File: src/rtl/hazard_stall_unit.sv
// Pipeline hold/flush controller: load-use stall, taken-branch flush, mul/div EX occupancy,
// plus a saturating count of cycles in which the PC was held.
module hazard_stall_unit #(
  parameter int MULDIV_CYCLES = 4,
  parameter int CNT_W         = 16
) (
  input  logic             clk,
  input  logic             rst,
  input  logic [4:0]       ID_rs,
  input  logic [4:0]       ID_rt,
  input  logic             ID_uses_rt,
  input  logic [4:0]       EX_rd,
  input  logic             EX_MemRead,
  input  logic             EX_MulDiv,
  input  logic             branch_taken,
  output logic             PCWrite,
  output logic             IFID_Write,
  output logic             IFID_Flush,
  output logic             IDEX_Write,
  output logic             IDEX_Bubble,
  output logic             EXMEM_Bubble,
  output logic             busy,
  output logic [CNT_W-1:0] stall_count
);

  typedef enum logic {RUN, MULDIV_BUSY} state_t;

  localparam int            CW      = 5;
  localparam logic [CW-1:0] MD_LOAD = CW'(MULDIV_CYCLES - 1);

  state_t        state;
  logic [CW-1:0] cnt;
  logic          lu;
  logic          go_busy;

  assign lu = EX_MemRead && (EX_rd != 5'd0) &&
              ((EX_rd == ID_rs) || (ID_uses_rt && (EX_rd == ID_rt)));

  always_comb begin
    // NOTE: every output gets its default first so no path can infer a latch.
    PCWrite      = 1'b1;
    IFID_Write   = 1'b1;
    IDEX_Write   = 1'b1;
    IFID_Flush   = 1'b0;
    IDEX_Bubble  = 1'b0;
    EXMEM_Bubble = 1'b0;
    go_busy      = 1'b0;

    if (rst) begin
      PCWrite      = 1'b0;
      IFID_Write   = 1'b0;
      IDEX_Write   = 1'b0;
      IFID_Flush   = 1'b1;
      IDEX_Bubble  = 1'b1;
      EXMEM_Bubble = 1'b1;
    end else if (state == MULDIV_BUSY) begin
      // Only cnt matters here, so garbage on the hazard inputs cannot leak out.
      if (cnt > CW'(1)) begin
        PCWrite      = 1'b0;
        IFID_Write   = 1'b0;
        IDEX_Write   = 1'b0;
        EXMEM_Bubble = 1'b1;
      end
    end else if (branch_taken) begin
      IFID_Flush  = 1'b1;
      IDEX_Bubble = 1'b1;
    end else if (EX_MulDiv) begin
      if (MULDIV_CYCLES > 1) begin
        PCWrite      = 1'b0;
        IFID_Write   = 1'b0;
        IDEX_Write   = 1'b0;
        EXMEM_Bubble = 1'b1;
        go_busy      = 1'b1;
      end
    end else if (lu) begin
      // IDEX_Write stays high so the NOP actually lands in ID/EX.
      PCWrite     = 1'b0;
      IFID_Write  = 1'b0;
      IDEX_Bubble = 1'b1;
    end
  end

  always_ff @(posedge clk) begin
    // NOTE: state registers use non-blocking assignments so all update together at the edge.
    if (rst) begin
      state       <= RUN;
      cnt         <= '0;
      busy        <= 1'b0;
      stall_count <= '0;
    end else begin
      if (!PCWrite && (stall_count != {CNT_W{1'b1}}))
        stall_count <= stall_count + 1'b1;

      case (state)
        RUN: begin
          if (go_busy) begin
            state <= MULDIV_BUSY;
            cnt   <= MD_LOAD;
            busy  <= 1'b1;
          end
        end
        MULDIV_BUSY: begin
          if (cnt > CW'(1)) begin
            cnt <= cnt - 1'b1;
          end else begin
            state <= RUN;
            cnt   <= '0;
            busy  <= 1'b0;
          end
        end
        default: begin
          state <= RUN;
          cnt   <= '0;
          busy  <= 1'b0;
        end
      endcase
    end
  end

endmodule

File: config.mk
export PLATFORM = sky130hd
export DESIGN_NAME = hazard_stall_unit
export DESIGN_NICKNAME = d
export VERILOG_FILES = /design/src/rtl/hazard_stall_unit.sv
export SDC_FILE = /design/constraint.sdc
export NUM_CORES = 1
export LEC_CHECK = 0
export ABC_CLOCK_PERIOD_IN_PS = 2800
export CORE_MARGIN = 2
export CORE_UTILIZATION = 46
export CTS_CLUSTER_DIAMETER = 40
export DETAILED_ROUTE_END_ITERATION = 10
export GPL_TIMING_DRIVEN = 0
export PLACE_DENSITY = 0.8
export SETUP_SLACK_MARGIN = 0.4
export SLEW_MARGIN = 20
export SYNTH_ARGS = -nofsm -noshare
export SYNTH_HDL_FRONTEND = slang
export SYNTH_SLANG_ARGS = --single-unit
File: constraint.sdc
create_clock -name clk -period 2.8 [get_ports clk]
set_input_delay 0.56 -clock clk [delete_from_list [all_inputs] [get_ports clk]]
set_output_delay 0.56 -clock clk [all_outputs]
set_load 0.05 [all_outputs]
* Yosys cells after proc, flatten, opt, wreduce, memory -nomap -nowiden *
Index checks and enable logic that the tools add are counted.

storage, ports and cells
  flip-flop bits (word level) = 23
  latch bits = 0
  bits in writable memories = 0
  memory bits (read-only) = 0
  input port bits = 21
  output and inout port bits = 23
  logic and storage cells = 54
  memories kept = 0

operators by class
  add/subtract/negate cells = 2
  $mul = 0
  divide/modulo/power cells = 0
  $lt $le $gt $ge = 1
  eq/ne operators = 5
  shift operators = 0
  muxes and demuxes = 33
  bitwise logic cells = 1
  reductions and logical operators = 8

operators by type and width
  cell                                                                  count
  1-bit two-way mux                                                     28
  16-bit by 1-bit adder with 16-bit output, second input constant       1
  16-bit inequality test, second input constant                         1
  5-bit equality test                                                   2
  5-bit two-way mux                                                     2
  5-bit case mux with 2 select lines                                    1
  5-bit by 1-bit > comparator with 1-bit output, second input constant  1
  5-bit nonzero test                                                    1
  5-bit by 1-bit subtractor with 5-bit output, second input constant    1
  1-bit logical AND                                                     4
  2-bit inequality test, second input constant                          2
  1-bit case mux with 2 select lines                                    2
  2-bit AND reduction                                                   1
  1-bit zero test                                                       1
  1-bit logical OR                                                      1
  1-bit inverter                                                        1

* Logic depth before layout (Yosys ltp) *
  depth after elaboration = 11
  gate-level depth with buffers = 10
  depth with buffers taken out = 8

* Worst setup path before layout *
Ideal clock, no wire load.

  path kind = input -> output
  from = input EX_MulDiv
  to = output PCWrite
  arrival = 3.122 ns
  required time = 2.240 ns
  path slack = -0.882 ns
  stages on the path = 7
  buffers on the path = 3
  path through = nor2b_1 and2_1 nor3_1 o31a_1 buf_2 buf_2 buf_4

between the ends
  longest elaborated chain between the ends = 4

ends and longest elaborated chain
  what                            line  RTL
  start: declaration              14    input logic EX_MulDiv,
  1-bit two-way mux (4 in a row)  --
  end: declaration                16    output logic PCWrite,

No other way between the ends.

* Worst setup path in the final report *
  from = input EX_MulDiv
  to = output PCWrite

between the ends
  longest elaborated chain between the ends = 4

ends and longest elaborated chain
  what               line  RTL
  1-bit two-way mux  67    end else if (EX_MulDiv) begin
  1-bit two-way mux  64    end else if (branch_taken) begin
  1-bit two-way mux  56    end else if (state == MULDIV_BUSY) begin
  1-bit two-way mux  49    if (rst) begin

No other way between the ends.

==> impl_metrics.yaml <==
timing:
  fmax_mhz: 374
  slew_headroom_pct: 62.2
  setup_viol: 0
  clock_skew_ns: 0.00507
  rsz0062_at_grt: "yes"
  finalCriticalPeriod_ns: 2.67
  worst_slew_pin_slew_ns: 0.567
  finalHoldViolCount: 0
  min_period_over_period_pct: 95.4
  slew_violations: 0
  hold-worst-slack_ns: 0.520
finish:
  finish.net_count: 257
  diodes: 0
  finalCoreUtilization_pct: 78.7
  multiInputGateArea_mm2: 0.00101
  area.sequential_um2: 465
  nFillCells: 181
  area_delta_synth_final_pct: 59.7
  drive_gt1_share_pct: 32.8
logic_synthesis:
  synth_flop_cell: "dfxtp_1"
  synthArstFlopShare_pct: 0
  synth.cell_area_mm2: 0.00137
  synthTopCellsByCount: "dfxtp_1, a21oi_1, nor2_1"
  yosysTopAreaCell: "dfxtp_1"
  ys_ff_latch: 23
  synth_area_leaders: "dfxtp_1, a21oi_1, xor2_1, or4_1, o31ai_1"
  synthDistinctLibCells: 38
  syn-num-nets: 195
  syn_inst: 171
  seq_area_frac_synth_pct: 33.6
  netlist.area_leader.share_pct: 33.6
  synth-edff-count: 0
  synth.most_common_cell: "dfxtp_1"
  ys_warn_count: 0
  syn-mean-instance-area_um2: 8.01
floorplan:
  ioPinCount: 44
  die_x_um: 58.6
  start_util_pct: 49.3
  die-area_mm2: 0.00343
  die_h_um: 58.6
  fp.coreArea_mm2: 0.00278
  rows: 19
worst_hold_path:
  hold_class: "reg2reg"
  hold_depth: 2
  min_to: "busy$_SDFFE_PP0P_"
  worstHoldStart: "busy$_SDFFE_PP0P_"
clocking:
  cts_hold_buf: 0
  cts.clk_slew.worst_paths_ns: 0.13
  clock_path_buffers: 2
  cts_max_level: 1
  cts_made_buffers: 3
  clock-sinks: 23
  cts_root_buf: "clkbuf_4"
  clock_latency_ns: 0.33
  cts_tree: "yes"
grt:
  grt.overflow.total: 0
  grt_use_total_pct: 24.6
  antenna_found_initial: 0
  grt_max_degree: 13
  grt_first_pass_wirelength_um: 6490
  grt_pass1_vias: 1388
setup_path:
  crit_path_end_kind: "output port"
  crit_type: "in2out"
  path_max_fanout: 5
  crit_path_start_kind: "input pin"
  r2r_slack_ns: 0.36
  reg2reg_from: "stall_count[0]$_SDFFE_PP0P_"
  timing.rr.end: "stall_count[9]$_SDFFE_PP0P_"
  cp.arrival_ns: 2.11
  r2r_cells: 9
  crit_required_ns: 2.24
route:
  routed_wl_um: 4670
  wl_per_cell_um: 17.7
  drc_errors: 0
  vias: 1622
  drtIter0Drc: 63
  dr.pass1.iters: 5
  via_per_inst: 6.17
  ant_nets: 0
flow_run:
  cap_violations: 0
placement:
  dp_hpwl_um: 2710
  io_buffers: 43
  gp_congestion: 0.799
status:
  status: "completed"
pwr:
  leakage_uw: 0.000808
  vdd_drop_max_uv: 352
  power_density_mw_per_mm2: 352
-- logic make-up (layout without fill, tap and decap cells) --
| kind of cell | Yosys count | after routing | share of synthesized area, % |
|---|---|---|---|
| and+or+nand+nor | 75 | 75 | 30.0 |
| DFF | 23 | 23 | 33.6 |
| adders and majority gates | 3 | 3 | 2.74 |
| muxes | 4 | 4 | 3.29 |
| buffers and inverters | 17 | 78 | 5.84 |
| AOI/OAI and AO/OA | 39 | 39 | 18.1 |
| xor gates and xnor gates | 10 | 10 | 6.39 |
-- how the worst max path moves through the flow --
stage / endpoint / start / cells past startpoint
2_1_floorplan: PCWrite / EX_MulDiv / 7
3_3_place_gp: PCWrite / EX_rd[1] / 8
4_1_cts: PCWrite / ID_rt[2] / 9
6_report: PCWrite / EX_MulDiv / 9
3_5_place_dp: PCWrite / EX_rd[1] / 8
5_1_grt: PCWrite / ID_rt[2] / 9
-- power by group --
group,internal [uW],leakage [uW],total (uW),switching [uW]
clock network,56.0,0.0000150,166,110
registers,339,0.000188,353,13.5
logic,116,0.000605,251,135
-- area by class of cell --
type | count | share of cell area, %
Inverter | 7 | 1.20
Multi-Input combinational cell | 131 | 46.3
Buffer | 10 | 4.29
Clock buffer | 4 | 1.20
Sequential cell | 23 | 21.3
Tap cell | 31 | 1.77
Timing Repair Buffer | 57 | 24.0
-- worst max-delay path, cell delays in order --
cell	delay (ns)
clkdlybuf4s50_1	0.49
nor2b_4	0.19
and2_4	0.19
nor3_4	0.04
o31a_1	0.13
buf_6	0.14
buf_12	0.12
buf_12	0.11
buf_12	0.13
-- per-stage QoR --
step	instance area, um2	total power (uW)	std cells	worst slack, ns	setup TNS [ns]
final	2190	771	263	0.130	0
after global routing	2190	801	263	0.0598	0
after CTS	2050	752	258	0.132	0
after detailed placement	1930	579	245	-0.963	-5.00
after global placement	1930	572	245	-0.965	-4.45
after floorplan	1460	501	171	0.267	0
-- repair_timing --
action / 4_1_cts / 5_1_grt
resized for setup: 82 / 34
gates cloned: 0 / 1
buffers inserted: 9 / 4
pin swaps: 15 / 17
setup endpoints to repair: 21 / 19
-- registers in the layout, indices dropped and copies added, names as in the netlist --
signal,cells
stall_count,16
cnt,5
state,1
busy,1
-- cell usage in the layout (no fill, tap or decap), types with 4 or more instances in the layout --
cell type and count:
dfxtp_1 19, xor2_1 9, inv_1 6, nor2b_1 4, buf_4 14, nor2_1 13, nor3_1 5, o21ai_0 4
clkdlybuf4s50_1 21, nand2_1 8, or4_4 7, buf_6 8, nand4_1 4, dlygate4sd2_1 7, buf_2 6, nand3_1 7
clkbuf_4 4, o31ai_1 9, dfxtp_2 4, a21oi_2 6, a21oi_1 9
-- layer usage --
metal  vias to the layer above  wire, um  global-route usage [%]
li1                        748         -                       -
met1                       756      1850                    30.2
met2                        98      2260                    42.1
met3                        20       365                    4.40
met4                         0       189                    11.0
met5                         -         0                       0
(Power assumes the default switching activity.)
